--- src/rtl/q_state_passthrough_responder.sv ---
// Identity-circuit responder: on each accepted job it reads the header and the
// 2^Q amplitudes from the input state SRAM and copies them bit-exact to the
// output state SRAM. It then reports completion through dut_ready.
module q_state_passthrough_responder #(
    parameter int ADDR_W = 32,
    parameter int DATA_W = 128,
    parameter int MAX_Q  = 4
) (
    input  logic              clk,
    input  logic              reset_n,
    input  logic              dut_valid,
    output logic              dut_ready,
    output logic              q_state_input_sram_write_enable,
    output logic [ADDR_W-1:0] q_state_input_sram_write_address,
    output logic [DATA_W-1:0] q_state_input_sram_write_data,
    output logic [ADDR_W-1:0] q_state_input_sram_read_address,
    input  logic [DATA_W-1:0] q_state_input_sram_read_data,
    output logic              q_state_output_sram_write_enable,
    output logic [ADDR_W-1:0] q_state_output_sram_write_address,
    output logic [DATA_W-1:0] q_state_output_sram_write_data,
    output logic [ADDR_W-1:0] q_state_output_sram_read_address,
    input  logic [DATA_W-1:0] q_state_output_sram_read_data,
    output logic              err
);

    // The header carries Q in its upper half. M in the lower half is ignored.
    localparam int HALF   = DATA_W / 2;
    // Bits needed to express any accepted Q (0..MAX_Q) as a shift amount.
    localparam int QSEL_W = (MAX_Q < 2) ? 1 : $clog2(MAX_Q + 1);

    typedef enum logic [2:0] {
        IDLE  = 3'd0,
        HDR   = 3'd1,
        LEN   = 3'd2,
        COPY  = 3'd3,
        DRAIN = 3'd4,
        DONE  = 3'd5
    } state_t;

    state_t            state;
    state_t            state_next;
    logic              accept;
    logic [HALF-1:0]   q_field;
    logic              q_bad;
    logic [ADDR_W-1:0] idx;
    logic [ADDR_W-1:0] n_last;
    logic              wr_en_p1;
    logic [ADDR_W-1:0] wr_addr_p1;

    // The whole upper half is compared, so any stray upper bit also rejects.
    assign q_field = q_state_input_sram_read_data[DATA_W-1:HALF];
    assign q_bad   = (q_field > HALF'(MAX_Q));

    // The input SRAM is never written, and the output SRAM is never read.
    assign q_state_input_sram_write_enable  = 1'b0;
    assign q_state_input_sram_write_address = '0;
    assign q_state_input_sram_write_data    = '0;
    assign q_state_output_sram_read_address = '0;

    logic unused_out_read;
    assign unused_out_read = ^q_state_output_sram_read_data;

    // Each amplitude is written one cycle after its read address was issued.
    // The data comes straight from the SRAM read port and is forced to zero
    // when no write is in progress.
    assign q_state_output_sram_write_enable  = wr_en_p1;
    assign q_state_output_sram_write_address = wr_addr_p1;
    assign q_state_output_sram_write_data    = wr_en_p1 ? q_state_input_sram_read_data : '0;

    // State register
    always_ff @(posedge clk or negedge reset_n) begin
        if (!reset_n) begin
            state <= IDLE;
        end else begin
            state <= state_next;
        end
    end

    // Next-state logic, handshake and read-address generation
    always_comb begin
        state_next                      = state;
        dut_ready                       = 1'b0;
        accept                          = 1'b0;
        q_state_input_sram_read_address = '0;
        case (state)
            IDLE: begin
                dut_ready = 1'b1;
                if (dut_valid) begin
                    accept     = 1'b1;
                    state_next = HDR;
                end
            end
            HDR: begin
                state_next = LEN;
            end
            LEN: begin
                state_next = q_bad ? DONE : COPY;
            end
            COPY: begin
                q_state_input_sram_read_address = idx;
                if (idx == n_last) begin
                    state_next = DRAIN;
                end
            end
            DRAIN: begin
                state_next = DONE;
            end
            DONE: begin
                // ready is already high here, so a valid seen now is a new job
                dut_ready = 1'b1;
                if (dut_valid) begin
                    accept     = 1'b1;
                    state_next = HDR;
                end else begin
                    state_next = IDLE;
                end
            end
            default: begin
                state_next = IDLE;
            end
        endcase
    end

    // Job length, copy index, sticky error flag and the one-cycle write pipe
    always_ff @(posedge clk or negedge reset_n) begin
        if (!reset_n) begin
            idx        <= '0;
            n_last     <= '0;
            err        <= 1'b0;
            wr_en_p1   <= 1'b0;
            wr_addr_p1 <= '0;
        end else begin
            if (accept) begin
                err <= 1'b0;
            end else if (state == LEN && q_bad) begin
                err <= 1'b1;
            end

            if (state == LEN) begin
                idx    <= ADDR_W'(1);
                n_last <= ADDR_W'(1) << q_field[QSEL_W-1:0];
            end else if (state == COPY) begin
                idx <= idx + ADDR_W'(1);
            end

            // stage boundary: issued read address -> output write one cycle later
            wr_en_p1   <= (state == COPY);
            wr_addr_p1 <= (state == COPY) ? (idx - ADDR_W'(1)) : '0;
        end
    end

endmodule
--- config.mk ---
export PLATFORM = sky130hd
export DESIGN_NAME = q_state_passthrough_responder
export DESIGN_NICKNAME = d
export VERILOG_FILES = /design/src/rtl/q_state_passthrough_responder.sv
export SDC_FILE = /design/constraint.sdc
export NUM_CORES = 1
export LEC_CHECK = 0
export ABC_AREA = 1
export BUFFER_PORTS_ARGS = -buffer_cell sky130_fd_sc_hd__buf_4
export CORE_AREA = 2 2 255 257
export CTS_BUF_LIST = sky130_fd_sc_hd__clkbuf_8
export DETAILED_ROUTE_END_ITERATION = 10
export DIE_AREA = 0 0 257 259
export PLACE_DENSITY = 0.36
export SYNTH_ARGS = -nofsm -noshare
export SYNTH_HDL_FRONTEND = slang
export SYNTH_SLANG_ARGS = --single-unit
--- constraint.sdc ---
create_clock -name clk -period 4.05 [get_ports clk]
set_input_delay 0.405 -clock clk [delete_from_list [all_inputs] [get_ports clk]]
set_output_delay 0.405 -clock clk [all_outputs]
set_load 0.01 [all_outputs]
==> results of run 1 <==
-- per-layer routing --
| metal | up-vias | track usage (%) | share of wire (%) |
|---|---|---|---|
| li1 | 3694 | - | - |
| met2 | 423 | 21.45 | 40 |
| met5 | - | 0 | 0.50 |
| met4 | 42 | 2.132 | 0.62 |
| met3 | 54 | 9.881 | 16 |
| met1 | 3683 | 19.29 | 43 |
-- critical path, cell delays in order (launching register included) --
cell and delay, ns:
dfrtp_1 0.42, nor2_2 0.11, buf_4 0.24, nand2_2 0.27, buf_12 0.28, nor2_1 0.30, buf_4 0.19
-- logic make-up after synthesis --
| group | Yosys count |
|---|---|
| XOR/XNOR | 8 |
| AND/OR/NAND/NOR | 539 |
| buffers and inverters | 428 |
| other | 1 |
| adder cells (fa/ha/maj) | 2 |
| flip-flops | 77 |
| AO/OA/AOI/OAI | 87 |
-- state kept, by name, indices dropped and copies added, names as in the netlist --
signal	count
err	1
idx	32
n_last	8
q_state_output_sram_write_address	32
q_state_output_sram_write_enable	1
state	3
-- power by group through the flow --
| stage | registers [mW] | clock network [mW] | logic [mW] |
|---|---|---|---|
| 3_3_place_gp | 0.784 | 0 | 0.524 |
| 6_report | 0.769 | 0.739 | 0.516 |
| 4_1_cts | 0.769 | 0.765 | 0.526 |
| 2_1_floorplan | 0.785 | 0 | 0.315 |
| 5_1_grt | 0.769 | 0.800 | 0.564 |
| 3_5_place_dp | 0.784 | 0 | 0.526 |
-- worst min-delay path by stage --
stage | to | slack (ns) | startpoint | depth (start not counted)
after global routing | q_state_output_sram_write_address[24] | 0.08 | reset_n | 1
after CTS | idx[17] | 0.05 | reset_n | 1
after floorplan | err | 0.11 | reset_n | 0
final | q_state_output_sram_write_address[29] | 0.05 | reset_n | 1
after global placement | n_last[2] | 0.49 | n_last[2] | 2
after detailed placement | n_last[2] | 0.50 | n_last[2] | 2
-- synthesized netlist by cell type --
library cell and number:
a22oi_1 3, nor3_2 5, and2_0 2, nor3_4 1
nor4_1 1, o21ai_0 35, buf_2 11, nand3_1 33
nand3b_1 2, o211ai_1 4, o31ai_1 2, xor2_1 5
nand2_2 2, buf_4 196, ha_1 2, inv_2 6
nor4_4 1, o41ai_1 2, or2_0 1, nand3_2 8
clkinv_1 1, nand2_1 271, conb_1 1, nor2_2 5
o22ai_1 1, and3_1 2, buf_6 1, buf_1 2
a31oi_1 1, nor3_1 13, o21ai_1 1, a21oi_1 35
nor2_4 6, or2_2 4, clkbuf_1 20, dfrtp_1 77
o21a_1 3, inv_1 189, nand2_4 3, nor2_1 152
nand4_1 27, clkbuf_2 2, xnor2_1 3
-- final cells by class --
type                    count  area (sq um)  share of cell area [%]
diodes                     20         50.05                  0.4894
clock buffers               9         123.9                   1.211
clock inverters             5         102.6                   1.003
inverters                 196         735.7                   7.194
multi-input cells         829          3675                   35.93
flip-flops and latches     77          1931                   18.88
well taps                 855          1070                   10.46
repair buffers            335          2540                   24.83
-- metrics by stage --
step           total power, mW  area [sq um]
2_1_floorplan            1.099          7965
5_1_grt                  2.132         10180
4_1_cts                  2.060         10180
6_report                 2.024         10230
3_3_place_gp             1.308          9951
3_5_place_dp             1.310          9951
==> flow_summary.toml, run 1 <==
[floorplanning]
ios = 647
die_w_um = 257
die_height_um = 259
initial_core_util_pct = 11.34
fp.dieArea_sq_um = 66560
coreArea_sq_um = 63880
std_cell_rows = 93

[sta]
fmax_mhz = 377.9
fin_ws_ns = 1.404
hold_viol = 0
post-route-period-util_pct = 65.34
fin_setup_tns_ns = 0
fin_crit_ns = 2.646
fin_worst_skew_ns = 0.01437
worst_hold_slack_ns = 0.05417
relSlewSlack_pct = 51.48
worstMarginPinSlew_ns = 0.7278
setup_violations = 0
final-max-slew-violation-count = 0
rsz0062_at_grt = "false"

[cells_and_area]
fill_cells = 7491
layout-drive-gt1-share_pct = 26.95
area_growth_pct = 41.17
layout_commonest_cell = "buf_4"
fin_util_pct = 16.01
instances_no_fill = 2326
nNetsFinal = 1709
final_cell_mix = "buf_4 (333), nand2_1 (270), conb_1 (193)"

[critical_path]
critPathCaptureType = "output port"
rr_worst_depth = 9
regToRegStartpoint = "state[2]"
cp-start-kind = "flop"
worstPathArrival_ns = 2.24
rr_endpoint = "idx[29]"
critPathKind = "flop to output port"
endpoint = "q_state_input_sram_read_address[7]"
worstSetupStartpoint = "state[2]"
crit_fanout = 47
ff2ff_setup_slack_ns = 1.92
crit_required_ns = 3.64

[power]
p_clk_share_pct = 36.5
p_sw_share_pct = 32.91
power_density_nw_per_um2 = 197.9
p_sw_uw = 666.1
seqPwrFrac_pct = 38.0
peakVddDrop_mv = 0.1068
cell_internal_pwr_mw = 1.358
leakage_nw = 5.864
pwr-share-comb_pct = 25.5

[clock_network]
cts-buffers-inserted = 9
h-tree-depth = 3
clockRootBuffer = "clkbuf_8"
cts_tree = "built"
clock_sinks = 77
clock_latency_ns = 0.41
postCtsResizedCells = 0
clk_path_buf_depth = 2
postCtsSetupBuffers = 0
cts.clk_slew.worst_paths_ns = 0.09
holdBufCountCts = 0

[yosys]
synth_xor_area_share_pct = 0.9672
syn_avg_cell_area_sq_um = 6.344
ys_warn_count = 0
synth_area_sq_um = 7244
synth_area_leader_cell = "dfrtp_1"
syn-instance-count = 1142
synthMuxAreaShare_pct = 0
synth-adder-area-share_pct = 0.3454
synth-seq-cells = 77
synth.area.top_cells = "dfrtp_1 (27%), buf_4 (20%), nand2_1 (14%), inv_1 (9.8%), nor2_1 (7.9%)"
synth-compound-area-share_pct = 6.563
synth_top_area_share_pct = 26.60
synth_cell_types = 43
synth_top_family_by_area = "simple AND/OR/NAND/NOR gates"
synth-simple-area-share_pct = 32.82
synth_seq_area_share_pct = 26.60

[run]
cap_violations = 0

[detailed_routing]
dr.pass1.iters = 5
final_antenna_net_count = 0
wirelength_um = 51750
via_per_inst = 3.395
dr.first_iter.drc_count = 436
drc = 0
via_count = 7896
post_drt_wl_per_cell_um = 22.25

[global_routing]
antenna_found_initial = 48
grt_pass1_wl_um = 67630
grt_pass1_vias = 7579
grt.overflow.total = 0
grt_max_degree = 63
grt_usage_pct = 15.11

[placed_design]
port_buffers = 325
place_inst = 2292
dpl_worst_slack_ns = 1.780
dp_hpwl_um = 46530
gp_routability_congestion = 0.8798

[worst_hold_path]
hp-class = "input pin to asynchronous set/reset pin"

[status]
outcome = "completed"
(Power assumes the default switching activity.)
==> run 2, diff against run 1 <==
--- a/config.mk
+++ b/config.mk
@@ -5,7 +5,7 @@
 export SDC_FILE = /design/constraint.sdc
 export NUM_CORES = 1
 export LEC_CHECK = 0
-export ABC_AREA = 1
+export ABC_AREA = 0
 export BUFFER_PORTS_ARGS = -buffer_cell sky130_fd_sc_hd__buf_4
 export CORE_AREA = 2 2 255 257
 export CTS_BUF_LIST = sky130_fd_sc_hd__clkbuf_8
==> constraint.sdc (replaced) <==
create_clock -name clk -period 2.2 [get_ports clk]
set_input_delay 0.22 -clock clk [delete_from_list [all_inputs] [get_ports clk]]
set_output_delay 0.22 -clock clk [all_outputs]
set_load 0.01 [all_outputs]
==> run 2 against run 1 <==
The run now ends with setup timing left. Critical endpoint is now q_state_output_sram_write_address[30]. First-iteration DRC count down 35%. Die area unchanged. Register-to-register slack got worse by 2.1 ns. Clock power is 61% higher. Wire length shrank 11%. Setup slack lost 1.6 ns. Count of clock-buffer cells in the layout rose by 3. Cell area rose by 0.77%. Synthesized cell count is 27% lower. Total power grew to 3.8 times the previous value.
==> flow_summary.toml, run 2 <==
[yosys]
synth_cell_types = 40
synth_area_sq_um = 6603
syn_avg_cell_area_sq_um = 7.965
synth_seq_area_share_pct = 29.18
yosysMostFrequentCell = "buf_4"
synth_area_leader_cell = "dfrtp_1"
synth_common_cells = "buf_4 (194), and2_1 (159), dfrtp_1 (77)"
synth-seq-cells = 77
synth_top_area_share_pct = 29.18
synth.area.top_cells = "dfrtp_1 (29%), buf_4 (22%), and2_1 (15%), xor2_1 (4.2%), clkbuf_1 (3.1%)"
ys_warn_count = 0
synth_flop_cell = "dfrtp_1"
syn-instance-count = 829
async_reset_ff_share_pct = 100.0
synth_edf_count = 0

[critical_path]
crit_fanout = 2
crit_chain = "or4_4, or3_4, or4_4, or4_4, a21oi_2"
worstPathArrival_ns = 2.71
critPathKind = "flop to flop"
cpPeakStageDelay_ns = 0.54
cp-start-kind = "flop"
crit_top_cell = "or4_4"
crit_slowest_cell = "or4_4"
crit_required_ns = 2.50
critPathCaptureType = "flop"

[placed_design]
dp_hpwl_um = 41080
dpl_worst_slack_ns = -0.2556
gp_routability_congestion = 0.8664
place_area_sq_um = 9819
port_buffers = 325
place_inst = 2035

[sta]
rsz0062_at_grt = "true"
fin_ws_ns = -0.2053
hold_viol = 0
post-route-period-util_pct = 109.3
final-max-slew-violation-count = 0
fin_worst_skew_ns = 0.01547
worst_hold_slack_ns = 0.08855
fin_crit_ns = 2.405
fmax_mhz = 415.8
fin_setup_tns_ns = -0.3259
relSlewSlack_pct = 63.90
worstMarginPinSlew_ns = 0.5395
setup_violations = 3

[power]
p_sw_share_pct = 47.04
pwr-share-comb_pct = 60.7
p_sw_mw = 3.644
leakage_nw = 5.158
peakVddDrop_mv = 0.3685
p_clk_share_pct = 15.3
power_density_nw_per_um2 = 751.6
power_mw = 7.746
seqPwrFrac_pct = 24.0
cell_internal_pwr_mw = 4.102

[floorplanning]
die_height_um = 259
fp.dieArea_sq_um = 66560
initial_core_util_pct = 10.34
ios = 647
std_cell_rows = 93
coreArea_sq_um = 63880
die_w_um = 257

[global_routing]
grt_max_degree = 45
grt_pass1_vias = 6681
grt_pass1_wl_um = 59860
grt_usage_pct = 13.25
antenna_found_initial = 2
grt.overflow.total = 0

[clock_network]
cts.clk_slew.worst_paths_ns = 0.08
cts-buffers-inserted = 9
clk_path_buf_depth = 2
clockRootBuffer = "clkbuf_8"
cts_tree = "built"
clock_sinks = 77
clock_latency_ns = 0.38
h-tree-depth = 3

[status]
outcome = "complete, but fails checks"
violations = "setup timing"

[detailed_routing]
via_count = 6748
post_drt_wl_per_cell_um = 22.41
wirelength_um = 46280
final_antenna_net_count = 0
dr.first_iter.drc_count = 282
dr.pass1.iters = 5
drc = 0
via_per_inst = 3.268

[cells_and_area]
final_cell_mix = "buf_4 (415), conb_1 (193), and2_1 (158)"
area_growth_pct = 56.09
fin_area_sq_um = 10310
layout-drive-gt1-share_pct = 38.39
fill_cells = 7356
nNetsFinal = 1462
instances_no_fill = 2065
fin_util_pct = 16.13
layout_commonest_cell = "buf_4"

[run]
cap_violations = 0

[worst_hold_path]
hp-class = "input pin to flop"
==> run 2: repair_timing <==
item                                   in CTS  in global routing
hold buffers                                1                  0
resized for setup                          23                 13
endpoints found under the hold margin      35                  0
buffers inserted                            6                  4
setup endpoints to repair                  12                 32
pin swaps                                  14                  5
==> run 2: layer usage <==
layer	track usage, %	routed length (um)
met1	16.55	19300
met3	9.803	8236
met4	1.373	265
met5	0	9
met2	18.63	18470
==> run 2: cell type report <==
type                    count  area, sq um  area share (%)
flip-flops and latches     77         1931           18.73
clock inverters             4        46.29          0.4492
well taps                 855         1070           10.38
multi-input cells         684         3851           37.37
repair buffers            421         3203           31.08
inverters                   8        30.03          0.2914
clock buffers              12        165.2           1.603
diodes                      4        10.01         0.09712
==> run 2: final timing paths <==
kind	end	cells past startpoint	slack [ns]	from
worst max-delay path	q_state_output_sram_write_address[30]	5	-0.21	idx[13]
worst min-delay path	n_last[1]	2	0.09	q_state_input_sram_read_data[65]
worst max register to register	q_state_output_sram_write_address[30]	5	-0.21	idx[13]
worst min register to register	n_last[5]	2	0.50	n_last[5]
max in group asynchronous	n_last[2]	3	1.17	reset_n
min in group asynchronous	idx[15]	2	0.36	reset_n
==> run 2: power by group through the flow <==
| stage | clock network, mW | logic [mW] | registers, mW |
|---|---|---|---|
| after global placement | 0 | 4.57 | 1.90 |
| after global routing | 1.27 | 5.18 | 1.89 |
| after detailed placement | 0 | 4.54 | 1.91 |
| after floorplan | 0 | 2.16 | 1.79 |
| after CTS | 1.22 | 4.65 | 1.89 |
| final | 1.19 | 4.70 | 1.86 |
==> run 2: worst max-delay path, delay by kind of cell (launching register included) <==
kind,cells,cell delay (ns)
flops,1,0.38
simple gates,4,1.82
compound gates,1,0.12
==> run 2: kinds of logic after synthesis <==
| group | after synthesis | share of synthesized area (%) |
|---|---|---|
| flip-flops | 77 | 29.18 |
| other | 1 | 0.05680 |
| multiplexers | 2 | 0.3221 |
| AND/OR/NAND/NOR | 384 | 32.54 |
| XOR/XNOR | 47 | 6.235 |
| adder cells (fa/ha/maj) | 2 | 0.3789 |
| AO/OA/AOI/OAI | 56 | 5.363 |
| buffers and inverters | 260 | 25.92 |
